==> config.mk <==
export PLATFORM = sky130hd
export DESIGN_NAME = kw_fifo_ctrl_dff
export DESIGN_NICKNAME = d
export VERILOG_FILES = /design/src/rtl/kw_fifo_ctrl_dff.sv
export SDC_FILE = /design/constraint.sdc
export NUM_CORES = 1
export LEC_CHECK = 0
export BUFFER_PORTS_ARGS = -buffer_cell sky130_fd_sc_hd__clkbuf_2
export CORE_AREA = 8 8 56 58
export CTS_CLUSTER_SIZE = 30
export DETAILED_ROUTE_END_ITERATION = 8
export DIE_AREA = 0 0 64 66
export PLACE_DENSITY = 0.86
export SYNTH_ARGS = -nofsm -noshare
export SYNTH_HDL_FRONTEND = slang
export SYNTH_SLANG_ARGS = --single-unit
==> constraint.sdc <==
create_clock -name clock -period 3 [get_ports clock]
set_input_delay 0.15 -clock clock [delete_from_list [all_inputs] [get_ports clock]]
set_output_delay 0.15 -clock clock [all_outputs]
set_load 0.01 [all_outputs]
==> src/rtl/kw_fifo_ctrl_dff.sv <==
// Valid/ready FIFO controller for an external 1W/1R flop RAM (sync write, async read).
// Optional almost_full output enabled by defining KW_FIFO_CTRL_ALMOST_FULL_EN.
module kw_fifo_ctrl_dff #(
  parameter int DATA_WIDTH = 8,
  parameter int DEPTH      = 16,
`ifdef KW_FIFO_CTRL_ALMOST_FULL_EN
  parameter int AF_LEVEL   = DEPTH - 2,
`endif
  localparam int ADDR_WIDTH = $clog2(DEPTH),
  localparam int CNT_WIDTH  = $clog2(DEPTH + 1)
) (
  input  logic                  clock,
  input  logic                  reset_n,
  input  logic                  push_valid,
  output logic                  push_ready,
  input  logic [DATA_WIDTH-1:0] push_data,
  output logic                  pop_valid,
  input  logic                  pop_ready,
  output logic [DATA_WIDTH-1:0] pop_data,
  output logic                  ram_cs_n,
  output logic                  ram_we_n,
  output logic [ADDR_WIDTH-1:0] ram_wr_addr,
  output logic [ADDR_WIDTH-1:0] ram_rd_addr,
  output logic [DATA_WIDTH-1:0] ram_data_in,
  input  logic [DATA_WIDTH-1:0] ram_data_out,
`ifdef KW_FIFO_CTRL_ALMOST_FULL_EN
  output logic                  almost_full,
`endif
  output logic [CNT_WIDTH-1:0]  count,
  output logic                  full,
  output logic                  empty
);

  localparam logic [ADDR_WIDTH-1:0] LAST_ADDR = ADDR_WIDTH'(DEPTH - 1);
  localparam logic [CNT_WIDTH-1:0]  FULL_CNT  = CNT_WIDTH'(DEPTH);

  logic [ADDR_WIDTH-1:0] wr_ptr;
  logic [ADDR_WIDTH-1:0] rd_ptr;
  logic [CNT_WIDTH-1:0]  count_q;
  logic [CNT_WIDTH-1:0]  count_nxt;
  logic                  push_fire;
  logic                  pop_fire;

  assign full       = (count_q == FULL_CNT);
  assign empty      = (count_q == '0);
  assign push_ready = ~full;
  assign pop_valid  = ~empty;
  // Gating with reset_n keeps the RAM deselected for as long as reset is held.
  assign push_fire  = push_valid & push_ready & reset_n;
  assign pop_fire   = pop_valid & pop_ready & reset_n;

  assign ram_cs_n    = ~push_fire;
  assign ram_we_n    = ~push_fire;
  assign ram_wr_addr = wr_ptr;
  assign ram_rd_addr = rd_ptr;
  assign ram_data_in = push_data;
  assign pop_data    = ram_data_out;
  assign count       = count_q;

  always_comb begin
    count_nxt = count_q;
    if (push_fire && !pop_fire) begin
      count_nxt = count_q + 1'b1;
    end else if (!push_fire && pop_fire) begin
      count_nxt = count_q - 1'b1;
    end
  end

  always_ff @(posedge clock or negedge reset_n) begin
    if (!reset_n) begin
      wr_ptr  <= '0;
      rd_ptr  <= '0;
      count_q <= '0;
    end else begin
      if (push_fire) begin
        wr_ptr <= (wr_ptr == LAST_ADDR) ? '0 : wr_ptr + 1'b1;
      end
      if (pop_fire) begin
        rd_ptr <= (rd_ptr == LAST_ADDR) ? '0 : rd_ptr + 1'b1;
      end
      count_q <= count_nxt;
    end
  end

`ifdef KW_FIFO_CTRL_ALMOST_FULL_EN
  localparam logic [CNT_WIDTH-1:0] AF_CNT = CNT_WIDTH'(AF_LEVEL);

  if (AF_LEVEL < 1 || AF_LEVEL > DEPTH) begin : g_af_check
    $fatal(1, "kw_fifo_ctrl_dff: AF_LEVEL must be within 1..DEPTH");
  end

  // Registered from the next count so it changes on the same edge as count.
  always_ff @(posedge clock or negedge reset_n) begin
    if (!reset_n) begin
      almost_full <= 1'b0;
    end else begin
      almost_full <= (count_nxt >= AF_CNT);
    end
  end
`endif

endmodule
Yosys cells after proc, flatten, opt, wreduce, memory -nomap -nowiden --
Cells that the tools add are included.
Operators by class: add/sub/neg operators 4, equal/unequal tests 3, multiplexer cells 4, bitwise gates (word level) 7, reduce and logical (&&, ||, !) cells 6
Operators with widths (count):
- 5-bit 2-to-1 mux | 2
- 4-bit by 1-bit adder with 4-bit output, second input constant | 2
- 4-bit == test, second input constant | 2
- 4-bit 2-to-1 mux | 2
- 5-bit by 1-bit adder with 5-bit output, second input constant | 1
- 5-bit == test, second input constant | 1
- 5-bit zero test | 1
- 5-bit by 1-bit subtractor with 5-bit output, second input constant | 1
- 1-bit AND | 4
- 1-bit inverter | 3
- 1-bit logical AND | 2
- 1-bit zero test | 2
- 2-bit nonzero test | 1
Storage, ports and cells: register bits after elaboration 13, bits of input ports 20, output and inout port bits 35, word-level logic and storage cells 27

Depth between registers and ports, before layout --
depth after elaboration 8, depth in mapped cells 11, gate-level depth less buffers 11

Worst setup path after synthesis --
Ideal clock, no wire load.
path kind register to register, from register count_q[1], in the netlist count[1], to register count_q[4], in the netlist count[4], arrival time 2365 ps, required time 2846 ps, slack 481 ps, cell stages (with the launch flop) 12, buffers on the path 0, clock period less this slack 2519 ps, cell sequence dfrtp_1 > nor4_4 > nand2_2 > nand3_2 > inv_4 > ha_1 > inv_1 > ha_1 > nor2b_1 > o21a_1 > o2111ai_1 > o311ai_0
Between the ends: cells in the longest elaborated chain, start to end 7, elaborated cells between the ends (all ways) 17, those cells by class add/sub: 2; eq/ne: 1; mux: 2; bitwise: 6; reduce/logical: 6
RTL lines:
- start: declaration | RTL line 39 | logic [CNT_WIDTH-1:0] count_q;
- start signal: assignment | RTL line 81 | count_q <= count_nxt;
- 5-bit == test * | RTL line 44 | assign full = (count_q == FULL_CNT);
- 1-bit inverter * | RTL line 46 | assign push_ready = ~full;
- via push_ready | RTL line 15 | output logic push_ready,
- 1-bit AND * (2 in a row) | RTL line 49 | assign push_fire = push_valid & push_ready & reset_n;
- via push_fire | RTL line 41 | logic push_fire;
- 1-bit zero test | RTL line 64 | end else if (!push_fire && pop_fire) begin
- 1-bit logical AND | RTL line 64
- 2-bit nonzero test (no source line)
Mark *: on every way through the listed nets, which the timed path passes. The rest lies on a longest branch. The select of a mux whose other input is x is not followed. A chain may end at the register's enable or synchronous reset.

Final worst setup path --
from register count_q[1], in the netlist count[1], to register count_q[4], in the netlist count[4]
Between the ends: cells in the longest elaborated chain, start to end 7, elaborated cells between the ends (all ways) 17, those cells by class add/sub: 2; eq/ne: 1; mux: 2; bitwise: 6; reduce/logical: 6
RTL lines:
- branches (longest 7 deep; another with 5-bit by 1-bit subtractor with 5-bit output)
Several ways; the timed one is not identified. The select of a mux whose other input is x is not followed.

==> results_tabular.tex <==
\begin{tabular}{lr}
\hline
Metric & Value \\
\hline
\multicolumn{2}{l}{\textbf{Worst hold path}} \\
\quad Path type of the worst min-delay path & in -> async \\
\multicolumn{2}{l}{\textbf{Die}} \\
\quad Floorplan die width & 64 um \\
\quad Initial standard-cell utilization of the core & 0.399 \\
\quad IO Count & 55 \\
\quad Core region area & roughly 2300 um2 \\
\quad Die Area & 4220 um2 \\
\quad Vertical die dimension & 66 um \\
\quad Placement row count & 18 \\
\multicolumn{2}{l}{\textbf{Final layout}} \\
\quad Final \#Nets & 130 \\
\quad Signed area change from the synthesized netlist to the final layout & 6.35\% \\
\quad Fraction of layout cells with a size suffix above 1 & 0.333 \\
\quad Post-route cell area & roughly 1000 um2 \\
\quad Antenna Cells & 0 \\
\multicolumn{2}{l}{\textbf{Global routing}} \\
\quad Initial antenna violation count & 0 \\
\quad Met3 Use GR & 0.0610 \\
\quad Total overflow reported by the global router & 0 \\
\quad Most Crowded Layer GR & met2 \\
\quad Maximum number of pins on one net before global-route repair & 10 \\
\quad Grt met1 use & 0.0983 \\
\quad First-pass GRT wire length & 3390 um \\
\quad Via count of the first global-routing pass & 747 \\
\quad Met2 GRT Util & 0.172 \\
\quad GRT Overall Usage & 0.0999 \\
\multicolumn{2}{l}{\textbf{Worst setup path}} \\
\quad Worst setup path category & reg -> reg \\
\quad Delay of the slowest cell on the worst path & around 0.45 ns \\
\quad Required time of the worst setup path & between 3 and 4 ns \\
\quad Worst Path Buf+Inv & 1 \\
\quad Crit path arrival time & 2.86 ns \\
\quad CP max FO & 7 \\
\quad Largest delay contributor family on the critical path & simple AND/OR/NAND/NOR gates \\
\quad Worst path cell trace & nor4\_4, a21o\_2, ha\_1, inv\_1, ha\_1, or3\_1, o311ai\_0, o311ai\_0 \\
\quad Kind of end point of the critical path & flip-flop \\
\quad Slowest library cell on the worst path & sky130\_fd\_sc\_hd\_\_dfrtp\_1 \\
\quad Critical Path Start Type & flip-flop \\
\multicolumn{2}{l}{\textbf{Synth}} \\
\quad Main combinational cell family by area after synthesis & buffers and inverters \\
\quad Synth area leaders & sky130\_fd\_sc\_hd\_\_dfrtp\_1, sky130\_fd\_sc\_hd\_\_buf\_4, sky130\_fd\_sc\_hd\_\_ha\_1 \\
\quad Fraction of synthesized cell area in xor and xnor cells & 0.0473 \\
\quad Mean instance size in the synthesized netlist & 10.1 um2 \\
\quad Post-synthesis compound-gate area fraction & 0.153 \\
\quad Largest area contributor in the synthesized netlist & sky130\_fd\_sc\_hd\_\_dfrtp\_1 \\
\quad Cells after Synth & 92 \\
\quad Synthesized flop and latch total & 13 \\
\quad Share of synthesized area spent on multiplexers & 0.0554 \\
\quad Adder-cell share of the synthesized area & 0.103 \\
\quad Proportion of netlist area held by the largest area contributor & 0.351 \\
\quad Number of distinct library cells after synthesis & 33 \\
\quad Count of warnings emitted by yosys & 0 \\
\quad Mapped Nets & 119 \\
\quad Area of the mapped netlist & around 930 um2 \\
\quad Simple-Gate Fraction of Synth Area & 0.108 \\
\quad Proportion of synthesized chip area in sequential cells & 0.351 \\
\multicolumn{2}{l}{\textbf{STA}} \\
\quad Transition time at the pin with the least slew margin & 0.267 ns \\
\quad Ratio of final minimum period to clock period & 0.905 \\
\quad Maximum clock rate & 368 MHz \\
\quad Final hold violation count & 0 \\
\quad Slew HR & 0.820 \\
\quad Final setup viols & 0 \\
\quad Max Transition Viols Final & 0 \\
\quad Setup slack after layout & 0.286 ns \\
\quad Unrepaired setup endpoints after global routing & no \\
\quad Setup tns final & 0 ns \\
\quad Period minus WS final & around 2.7 ns \\
\quad Worst setup skew after layout & 0.00281 ns \\
\multicolumn{2}{l}{\textbf{CTS}} \\
\quad Count of H-tree levels built during CTS & 1 \\
\quad Clock slew at reported path FFs & 0.08 ns \\
\quad Number of clock buffers inserted by TritonCTS & 3 \\
\quad Clk Tree Root Cell & sky130\_fd\_sc\_hd\_\_clkbuf\_4 \\
\quad Number of clock sinks seen by CTS & 13 \\
\quad TritonCTS clock tree & built \\
\quad Post-CTS Resized & 0 \\
\quad Buffers from clock root to sink, at most & 2 \\
\quad Worst-Skew Late Latency & 0.29 ns \\
\quad Post-CTS setup repair buffer count & 0 \\
\multicolumn{2}{l}{\textbf{Routing}} \\
\quad DRT Wirelength & 2020 um \\
\quad Via-to-Cell Ratio & about 5.2 \\
\quad Vias after detailed routing & 686 \\
\quad Antenna Violating Nets Remaining & 0 \\
\quad Initial DRC count & 5 \\
\quad First-pass iteration count of the detailed router & 4 \\
\quad Detailed-route wire length per cell & between 15 and 20 um \\
\quad Number of DRC violations after detailed routing & 0 \\
\multicolumn{2}{l}{\textbf{Power and ir drop}} \\
\quad Total power draw & $\sim$1.1 mW \\
\quad Leakage power summed over all cells & 0.488 nW \\
\quad Power per cell area & 1090 nW/um2 \\
\quad Worst IR Drop VDD & 0.570 mV \\
\multicolumn{2}{l}{\textbf{Run}} \\
\quad Count of maximum capacitance violations & 0 \\
\multicolumn{2}{l}{\textbf{Placement}} \\
\quad Count of input and output buffers & 22 \\
\quad Post-detailed-placement cell area & around 950 um2 \\
\quad Detail Placement HPWL & 1600 um \\
\quad Worst-case setup slack after placement & 0.316 ns \\
\quad Routability Congestion & roughly 0.81 \\
\multicolumn{2}{l}{\textbf{Status}} \\
\quad Status & complete, no violations \\
\hline
\end{tabular}
placed cells by master (no fill, tap or decap), types with 2 or more instances in the layout:
master / instances
sky130_fd_sc_hd__o21ai_0: 3
sky130_fd_sc_hd__o2111ai_1: 2
sky130_fd_sc_hd__dfrtp_1: 13
sky130_fd_sc_hd__a21oi_1: 2
sky130_fd_sc_hd__xor2_1: 3
sky130_fd_sc_hd__nor2_1: 2
sky130_fd_sc_hd__clkbuf_4: 3
sky130_fd_sc_hd__mux2_4: 2
sky130_fd_sc_hd__inv_1: 8
sky130_fd_sc_hd__xnor2_1: 2
sky130_fd_sc_hd__o311ai_0: 2
sky130_fd_sc_hd__nand2_1: 7
sky130_fd_sc_hd__ha_1: 6
sky130_fd_sc_hd__clkbuf_2: 22
sky130_fd_sc_hd__a41oi_1: 2
sky130_fd_sc_hd__a21o_1: 2
sky130_fd_sc_hd__nand3_1: 2
power breakdown:
group / switching [mW] / total, mW / internal, mW
Combinational: 0.297 / 0.564 / 0.268
Clock: 0.0622 / 0.114 / 0.0518
Sequential: 0.130 / 0.396 / 0.266
Total: 0.489 / 1.07 / 0.585
kinds of logic after synthesis:
logic type | after synthesis
flip-flops | 13
adder cells (fa/ha/maj) | 7
AND/OR/NAND/NOR | 17
XOR/XNOR | 5
multiplexers | 4
buffers and inverters | 27
AO/OA/AOI/OAI | 19
cells in the mapped netlist (all sizes together):
cell type	number
buf	18
dfrtp	13
inv	9
nand2	8
ha	6
a21o	3
mux2	3
nand3	3
o21ai	3
xor2	3
a21oi	2
a41oi	2
nor2	2
nor4	2
o2111ai	2
o311ai	2
xnor2	2
a311oi	1
a31oi	1
fa	1
mux2i	1
nor2b	1
o21a	1
o21bai	1
o32a	1
or3	1
registers in the layout, indices dropped and copies added, names as in the netlist:
name,cells
count,5
ram_rd_addr,4
ram_wr_addr,4
stage by stage:
step	cells	util	hold WS [ns]
6_report	132	0.424	0.234
2_1_floorplan	92	-	-0.146
3_5_place_dp	127	0.409	-0.000102
4_1_cts	132	0.424	0.238
3_3_place_gp	127	0.409	-0.00412
5_1_grt	132	0.424	0.254
area by class of cell:
| cell class | count | area [um2] |
|---|---|---|
| Clock buffer | 4 | 26.3 |
| Tap cell | 30 | 37.5 |
| Fill cell | 243 | 1340 |
| Sequential cell | 13 | 325 |
| Multi-Input combinational cell | 52 | 432 |
| Inverter | 9 | 36.3 |
| Timing Repair Buffer | 24 | 128 |
worst paths after layout:
path	to	from	cells past startpoint	slack [ns]
setup / recovery	count[4]	count[1]	8	0.29
hold / removal	count[1]	reset_n	2	0.23
setup reg to reg	count[4]	count[1]	8	0.29
hold reg to reg	ram_rd_addr[2]	ram_rd_addr[2]	1	0.53
max in group asynchronous	ram_rd_addr[0]	reset_n	3	2.39
min in group clock	ram_rd_addr[0]	pop_ready	4	0.29
per-layer routing:
metal / vias to the layer above / wire length (um)
li1: 327 / -
met3: 4 / 205
met2: 27 / 963
met1: 328 / 833
met4: 0 / 15
met5: - / 0
worst register-to-register path: cells and delay by family (launching register included):
kind / cells / cell delay [ns]
AND/OR/NAND/NOR: 2 / 0.72
flip-flops: 1 / 0.45
adder cells (fa/ha/maj): 2 / 0.56
buffers and inverters: 1 / 0.14
AO/OA/AOI/OAI: 3 / 0.70
what timing repair did:
action	4_1_cts	5_1_grt
hold endpoints to repair	13	0
endpoints found under the setup margin	0	0
hold buffers	1	0
(Power assumes the default switching activity.)
